**src/rtl/dmem_arb_pkg.sv**
```systemverilog
// Shared constants for the data-memory arbiter: FSM states, owner IDs and the
// legal MEM_LAT range.
package dmem_arb_pkg;

    typedef enum logic [1:0] {
        IDLE  = 2'd0,
        ISSUE = 2'd1,
        WAIT  = 2'd2,
        RESP  = 2'd3
    } state_t;

    localparam logic OWN_LS = 1'b0;
    localparam logic OWN_IF = 1'b1;

    localparam int MEM_LAT_MIN = 1;
    localparam int MEM_LAT_MAX = 15;

endpackage

```
**src/rtl/dmem_arb_pick.sv**
```systemverilog
// Combinational LS/IF grant picker. Define DMEM_ARB_RR_EN for round-robin;
// otherwise LS always beats IF.
module dmem_arb_pick
    import dmem_arb_pkg::*;
(
    input  logic ls_req,
    input  logic if_req,
    input  logic enable,
    input  logic last_owner,
    output logic ls_gnt,
    output logic if_gnt
);

    logic ls_wins;

`ifdef DMEM_ARB_RR_EN
    // On a tie, whoever did not win last time goes first.
    assign ls_wins = ls_req && (!if_req || (last_owner == OWN_IF));
`else
    logic unused_last_owner;
    assign unused_last_owner = last_owner;
    assign ls_wins = ls_req;
`endif

    assign ls_gnt = enable && ls_wins;
    assign if_gnt = enable && if_req && !ls_wins;

endmodule

```
**src/rtl/dmem_arbiter.sv**
```systemverilog
// Shares the single-port data/instruction memory between load/store and fetch.
// Optional round-robin arbitration via DMEM_ARB_RR_EN (see dmem_arb_pick).
//
// state | meaning
// IDLE  | arbitrate; grants only here
// ISSUE | mem_en high for one cycle; stores return to IDLE
// WAIT  | count MEM_LAT cycles, capture mem_rdata in the last one
// RESP  | owner's rvalid pulse
module dmem_arbiter
    import dmem_arb_pkg::*;
#(
    parameter int AW      = 32,
    parameter int DW      = 32,
    parameter int MEM_LAT = 2
) (
    input  logic          clk,
    input  logic          reset_n,
    input  logic          ls_req,
    input  logic          ls_we,
    input  logic [AW-1:0] ls_addr,
    input  logic [DW-1:0] ls_wdata,
    output logic          ls_gnt,
    output logic          ls_rvalid,
    output logic [DW-1:0] ls_rdata,
    input  logic          if_req,
    input  logic [AW-1:0] if_addr,
    output logic          if_gnt,
    output logic          if_rvalid,
    output logic [DW-1:0] if_rdata,
    output logic          mem_en,
    output logic          mem_we,
    output logic [AW-1:0] mem_addr,
    output logic [DW-1:0] mem_wdata,
    input  logic [DW-1:0] mem_rdata,
    output logic          busy
);

    localparam int CW = $clog2(MEM_LAT + 1);

    if (MEM_LAT < MEM_LAT_MIN || MEM_LAT > MEM_LAT_MAX) begin : g_bad_lat
        $error("dmem_arbiter: MEM_LAT must be within 1..15");
    end

    state_t        state;
    logic          owner;
    logic          last_owner;
    logic [CW-1:0] cnt;
    logic          pick_en;
    logic          gnt_owner;

    assign pick_en   = (state == IDLE) && reset_n;
    assign gnt_owner = if_gnt ? OWN_IF : OWN_LS;
    assign busy      = (state != IDLE);

    dmem_arb_pick u_pick (
        .ls_req     (ls_req),
        .if_req     (if_req),
        .enable     (pick_en),
        .last_owner (last_owner),
        .ls_gnt     (ls_gnt),
        .if_gnt     (if_gnt)
    );

    always_ff @(posedge clk or negedge reset_n) begin
        if (!reset_n) begin
            state      <= IDLE;
            owner      <= OWN_LS;
            last_owner <= OWN_IF;
            cnt        <= '0;
            mem_en     <= 1'b0;
            mem_we     <= 1'b0;
            mem_addr   <= '0;
            mem_wdata  <= '0;
            ls_rvalid  <= 1'b0;
            if_rvalid  <= 1'b0;
            ls_rdata   <= '0;
            if_rdata   <= '0;
        end else begin
            case (state)
                IDLE: begin
                    if (ls_gnt || if_gnt) begin
                        state      <= ISSUE;
                        owner      <= gnt_owner;
                        last_owner <= gnt_owner;
                        mem_en     <= 1'b1;
                        mem_we     <= ls_gnt && ls_we;
                        mem_addr   <= ls_gnt ? ls_addr : if_addr;
                        // Fetches carry no write data, so the last store data is kept.
                        if (ls_gnt) mem_wdata <= ls_wdata;
                    end
                end
                ISSUE: begin
                    mem_en <= 1'b0;
                    mem_we <= 1'b0;
                    if (mem_we) begin
                        state <= IDLE;
                    end else begin
                        state <= WAIT;
                        cnt   <= CW'(MEM_LAT);
                    end
                end
                WAIT: begin
                    cnt <= cnt - CW'(1);
                    if (cnt == CW'(1)) begin
                        state <= RESP;
                        if (owner == OWN_LS) begin
                            ls_rdata  <= mem_rdata;
                            ls_rvalid <= 1'b1;
                        end else begin
                            if_rdata  <= mem_rdata;
                            if_rvalid <= 1'b1;
                        end
                    end
                end
                RESP: begin
                    ls_rvalid <= 1'b0;
                    if_rvalid <= 1'b0;
                    state     <= IDLE;
                end
                default: state <= IDLE;
            endcase
        end
    end

endmodule

```
**config.mk**
```make
export PLATFORM = sky130hd
export DESIGN_NAME = dmem_arbiter
export DESIGN_NICKNAME = d
export VERILOG_FILES = /design/src/rtl/dmem_arb_pkg.sv /design/src/rtl/dmem_arb_pick.sv /design/src/rtl/dmem_arbiter.sv
export SDC_FILE = /design/constraint.sdc
export NUM_CORES = 1
export LEC_CHECK = 0
export CAP_MARGIN = 20
export CORE_MARGIN = 4
export CORE_UTILIZATION = 37
export DETAILED_ROUTE_END_ITERATION = 16
export GPL_ROUTABILITY_DRIVEN = 0
export PLACE_DENSITY = 0.76
export SKIP_CTS_REPAIR_TIMING = 1
export SYNTH_ARGS = -nofsm -noshare
export SYNTH_HDL_FRONTEND = slang
export SYNTH_SLANG_ARGS = --single-unit
```
**constraint.sdc**
```tcl
create_clock -name clk -period 1.6 [get_ports clk]
set_input_delay 0.32 -clock clk [delete_from_list [all_inputs] [get_ports clk]]
set_output_delay 0.32 -clock clk [all_outputs]
set_load 0.1 [all_outputs]
```
==> flow_summary_export.csv, run 1 <==
group,metric,value,unit
worst_setup_path,crit_path_start_kind,"register",
logic_synthesis,syn_inst,350,
timing,rsz0062_at_grt,"yes",
job,max_cap_violations,0,
clock_network,clockRootBuffer,"clkbuf_16",
worst_setup_path,endpoint_kind,"output pin",
logic_synthesis,synthTopCellsByArea,"dfrtp_1, mux2_4, mux2_2",
logic_synthesis,synth.most_common_cell,"dfrtp_1",
clock_network,htree_num_levels,4,
floorplan,die_area,0.0174,sq mm
timing,clock_skew,0.00758,ns
logic_synthesis,syn_nets,484,
worst_setup_path,r2r_cells,5,
logic_synthesis,synthArstFlopShare,100,%
worst_setup_path,cp_cell_sequence,"buf_6 -> and4bb_4 -> buf_12 -> buf_16",
logic_synthesis,synthDistinctLibCells,28,
worst_setup_path,r2r_end,"mem_wdata[20]",
clock_network,cts_tree,"built",
timing,hold_violations,0,
status,violations,"setup timing",
timing,whs,0.0866,ns
grt,grt_pass1_wl,26700,microns
clock_network,clockBufferDepth,2,
logic_synthesis,dominantRegCellSynth,"dfrtp_1",
worst_setup_path,rrSetupSlack,-0.08,ns
worst_hold_path,hold_path_class,"in -> async",
drt,via_per_inst,4.92,
cells_and_area,layout-drive-gt1-share,51.4,%
clock_network,path_clk_slew,0.06,ns
logic_synthesis,netlist.area_leader.share,60.4,%
timing,fin_tns_setup,-2.25,ns
drt,drc,0,
worst_setup_path,path_max_fanout,7,
floorplan,core_area,0.0148,sq mm
worst_setup_path,cp-endpoint,"ls_gnt",
cells_and_area,fin_area,0.0109,sq mm
status,outcome,"finished, violations left",
placed_design,place_area,0.0100,sq mm
drt,dr.pass1.iters,4,
drt,vias,4160,
floorplan,initial_core_util,38.4,%
placed_design,place.detailed.hpwl,12800,microns
grt,grt_max_degree,77,
timing,slew_headroom,49.9,%
cells_and_area,fill_cells,905,
floorplan,rows,44,
cells_and_area,final_nets,783,
logic_synthesis,yosysWarningCount,0,
timing,fin_crit,1.95,ns
worst_setup_path,cpPeakStageDelay,0.39,ns
timing,finalSetupViolCount,27,
worst_setup_path,cp_slowest_cell,"dfrtp_1",
cells_and_area,post-route-util,73.9,%
clock_network,numCtsBuffers,17,
drt,ant_nets,0,
floorplan,die_h,132,microns
cells_and_area,area_growth,92.1,%
clock_network,clk_latency,0.41,ns
logic_synthesis,ys_ff_latch,137,
timing,fmax,512,MHz
drt,wl_per_cell,20.8,microns
grt,grt-ovfl-total,0,
timing,worst_slack,-0.352,ns
worst_setup_path,path_class,"reg -> out",
logic_synthesis,synth_common_cells,"dfrtp_1, mux2_4, mux2_2",
worst_setup_path,crit_required,1.28,ns
logic_synthesis,synth_area_per_cell,16.2,sq um
grt,grt_pass1_vias,4694,
placed_design,numPortBuffers,267,
grt,antenna_found_initial,0,
worst_setup_path,critPathArrivalTime,1.63,ns
logic_synthesis,synth_edf_count,0,
cells_and_area,n_antenna_cell,0,
drt,wirelength,17600,microns
grt,grt_usage,19.6,%
logic_synthesis,netlist_area,0.00567,sq mm
timing,tightest_slew,0.752,ns
clock_network,cts.sinks,137,
timing,report.final.slew_viol_count,0,
floorplan,die_width,132,microns
logic_synthesis,synth_area_leader_cell,"dfrtp_1",
logic_synthesis,ys_seq_area_share,60.4,%
floorplan,io_pins,268,
drt,drt_iter0_markers,162,
timing,period_share,122,%
[how the worst min path moves through the flow]
stage	slack [ns]	to	cells after the start	startpoint
5_1_grt	0.14	mem_addr[22]	2	reset_n
4_1_cts	-0.32	mem_addr[23]	1	reset_n
3_3_place_gp	0.12	mem_addr[23]	1	reset_n
2_1_floorplan	0.02	asynchronous set/reset pin	0	reset_n
3_5_place_dp	0.13	mem_addr[23]	1	reset_n
6_report	0.09	mem_addr[22]	2	reset_n
[through the flow]
step                      setup slack [ns]  instances
after floorplan                    -0.0330        350
after global placement              -0.236        798
final                               -0.352        846
after global routing                -0.411        846
after detailed placement            -0.283        798
after CTS                           -0.432        830
[critical path: cells and delay by family (launching register included)]
kind	cells	cell delay [ns]
simple gates	1	0.38
buf+inv	3	0.44
flops	1	0.39
[registers in the layout (all words and copies together), names as in the netlist, named ones only]
signal and flops:
mem_we 1, if_rvalid 1, cnt 2, mem_en 1
ls_rdata 32, mem_addr 32, if_rdata 32, owner 1
state 1, mem_wdata 32, ls_rvalid 1
[layer usage]
| layer | wire length, microns | track usage (%) |
|---|---|---|
| met5 | 0 | 0 |
| met4 | 278 | 5.89 |
| met3 | 1030 | 6.64 |
| met2 | 9350 | 34.9 |
| met1 | 6910 | 22.5 |
[cell usage in the layout, fill, tap and decap left out, drive strengths merged]
cell type and instances:
nand3b 1, nor2 1, o21bai 1, buf 167, nor2b 2, ha 1
a21o 2, inv 5, dfrtp 137, a21oi 5, nand3 2, a211oi 1
or2 1, a32o 1, clkdlybuf4s50 131, clkinv 2, clkinvlp 6, and4bb 1
or2b 2, bufinv 4, dlygate4sd3 1, a31oi 2, o221a 32, nand2b 32
clkbuf 22, a221o 1, mux2 96, and3 2, nand4b 1
[area by class of cell]
cell class / count / area (sq um) / area share (%)
Multi-Input combinational cell: 187 / 2110 / 19.3
Clock inverter: 13 / 193 / 1.77
Inverter: 4 / 21.3 / 0.195
Timing Repair Buffer: 302 / 4470 / 41.0
Clock buffer: 19 / 443 / 4.06
Tap cell: 184 / 230 / 2.11
Sequential cell: 137 / 3430 / 31.5
[cell families after synthesis]
kind of cell / synth area share, %
AOI/OAI and AO/OA: 7.90
adders and majority gates: 0.221
buffers and inverters: 3.33
DFF: 60.4
muxes: 22.8
and+or+nand+nor: 5.29
Power of run 1 is not shown: default switching activity piles up to over one toggle a cycle in this logic, so the estimate is an artifact.
==> run 2: changes to the inputs <==
CORE_UTILIZATION = 38   (was 37)
PLACE_DENSITY = 0.86   (was 0.76)
SYNTH_HIERARCHICAL = 1   (was default)
==> run 2 against run 1 <==
The run still ends with setup timing left. Hold slack improved by 0.43 ns. Global-route usage grew 0.063 points. Setup slack better by 0.030 ns. Cell area up 6.2%. Critical path depth rose by 1. Synthesized area grew 4.4%. Sequential share of layout area shrank 1.8 points. Final cell count grew 5.7%. Critical endpoint unchanged.
==> flow_summary_export.csv, run 2 <==
group,metric,value,unit
worst_setup_path,r2r_cells,7,
floorplan,die_h,133,microns
logic_synthesis,yosysWarningCount,6,
timing,rsz0062_at_grt,"yes",
cells_and_area,final_common_cell,"buf_12",
cells_and_area,layout-drive-gt1-share,56.9,%
placed_design,place.detailed.hpwl,13500,microns
grt,grt_pass1_wl,27000,microns
floorplan,die_area,0.0176,sq mm
drt,wl_met1,7380,microns
timing,fmax,520,MHz
drt,dr.pass1.iters,4,
worst_setup_path,critPathArrivalTime,1.60,ns
cells_and_area,final_cell_mix,"buf_12, dfrtp_1, clkdlybuf4s50_1",
timing,report.final.slew_viol_count,0,
cells_and_area,area_growth,95.3,%
status,violations,"setup timing",
drt,drt_iter0_markers,177,
grt,grt_usage,19.7,%
logic_synthesis,netlist_area,0.00592,sq mm
timing,hold_violations,0,
clock_network,htree_num_levels,4,
worst_setup_path,endpoint_kind,"output pin",
cells_and_area,post-route-util,75.8,%
drt,vias,4207,
logic_synthesis,syn_nets,488,
timing,fin_crit,1.92,ns
timing,clock_skew,0.0113,ns
cells_and_area,final_nets,804,
worst_setup_path,rr_startpoint,"state[0]",
job,max_cap_violations,0,
drt,via_per_inst,4.71,
logic_synthesis,syn_inst,353,
grt,grt_pass1_vias,4760,
clock_network,path_clk_slew,0.06,ns
timing,worst_slack,-0.322,ns
worst_setup_path,cp_slowest_cell,"dfrtp_1",
drt,route.met3.wl,1260,microns
worst_setup_path,rrSetupSlack,-0.27,ns
clock_network,cts_tree,"built",
worst_setup_path,path_class,"reg -> out",
floorplan,initial_core_util,38.8,%
grt,antenna_found_initial,1,
cells_and_area,fill_cells,831,
floorplan,core_area,0.0153,sq mm
clock_network,clk_latency,0.41,ns
logic_synthesis,synth_area_per_cell,16.8,sq um
worst_setup_path,path_max_fanout,5,
grt,grt-ovfl-total,0,
floorplan,die_width,133,microns
placed_design,pre_cts_ws,-0.325,ns
worst_setup_path,crit_required,1.28,ns
floorplan,rows,45,
worst_setup_path,crit_path_start_kind,"register",
worst_setup_path,cpPeakStageDelay,0.41,ns
drt,wirelength,19600,microns
timing,slew_headroom,56.6,%
worst_setup_path,r2r_end,"mem_addr[8]",
floorplan,io_pins,268,
worst_setup_path,cp_cell_sequence,"nor2_4 -> and2_4 -> and2_4 -> buf_12 -> buf_12",
drt,ant_nets,0,
status,outcome,"finished, violations left",
drt,wl_per_cell,21.9,microns
timing,tightest_slew,0.651,ns
drt,highest-signal-layer,"met4",
grt,grt_max_degree,85,
clock_network,clockBufferDepth,2,
timing,period_share,120,%
timing,finalSetupViolCount,131,
drt,drc,0,
worst_hold_path,hold_path_class,"in -> async",
clock_network,cts.sinks,137,
drt,wl_met2,10300,microns
placed_design,numPortBuffers,267,
clock_network,clockRootBuffer,"clkbuf_16",
clock_network,numCtsBuffers,17,
==> run 2: worst max-delay path, delay by kind of cell (launching register included) <==
family	cells	cell delay [ns]
and+or+nand+nor	3	0.47
buffers and inverters	2	0.30
DFF	1	0.41
==> run 2: metal layers <==
metal | vias up | global-route usage, %
met5 | - | 0
met2 | 178 | 36.0
met4 | 0 | 7.62
li1 | 1890 | -
met1 | 2096 | 20.8
met3 | 43 | 6.73
==> run 2: how the worst max path moves through the flow <==
stage	from	end	cells past startpoint
floorplan	state[0]	mem_addr[10]	8
global placement	ls_req	mem_addr[24]	5
detailed placement	ls_req	mem_addr[16]	5
CTS	register	ls_gnt	5
global route	state[0]	ls_gnt	5
finish	state[0]	ls_gnt	5
==> run 2: area by class of cell <==
type	instances	area [sq um]	area share, %
timing repair buffer	316	4720	40.8
sequential	137	3430	29.6
multi-input combinational	193	2550	22.0
clock buffer	19	453	3.92
tap	211	264	2.28
clock inverter	13	141	1.22
inverter	4	15.0	0.130
antenna	1	2.50	0.0216
==> run 2: through the flow <==
step | instances | setup TNS [ns] | hold WS (ns) | area (sq um)
finish | 894 | -20.20 | 0.520 | 11600
global route | 894 | -27.54 | 0.517 | 11600
CTS | 868 | -10.96 | 0.142 | 10900
detailed placement | 836 | -16.64 | 0.507 | 10300
global placement | 836 | -14.40 | 0.500 | 10300
floorplan | 353 | -28.84 | 0.0244 | 5980
Power of run 2 is left out for the same reason.
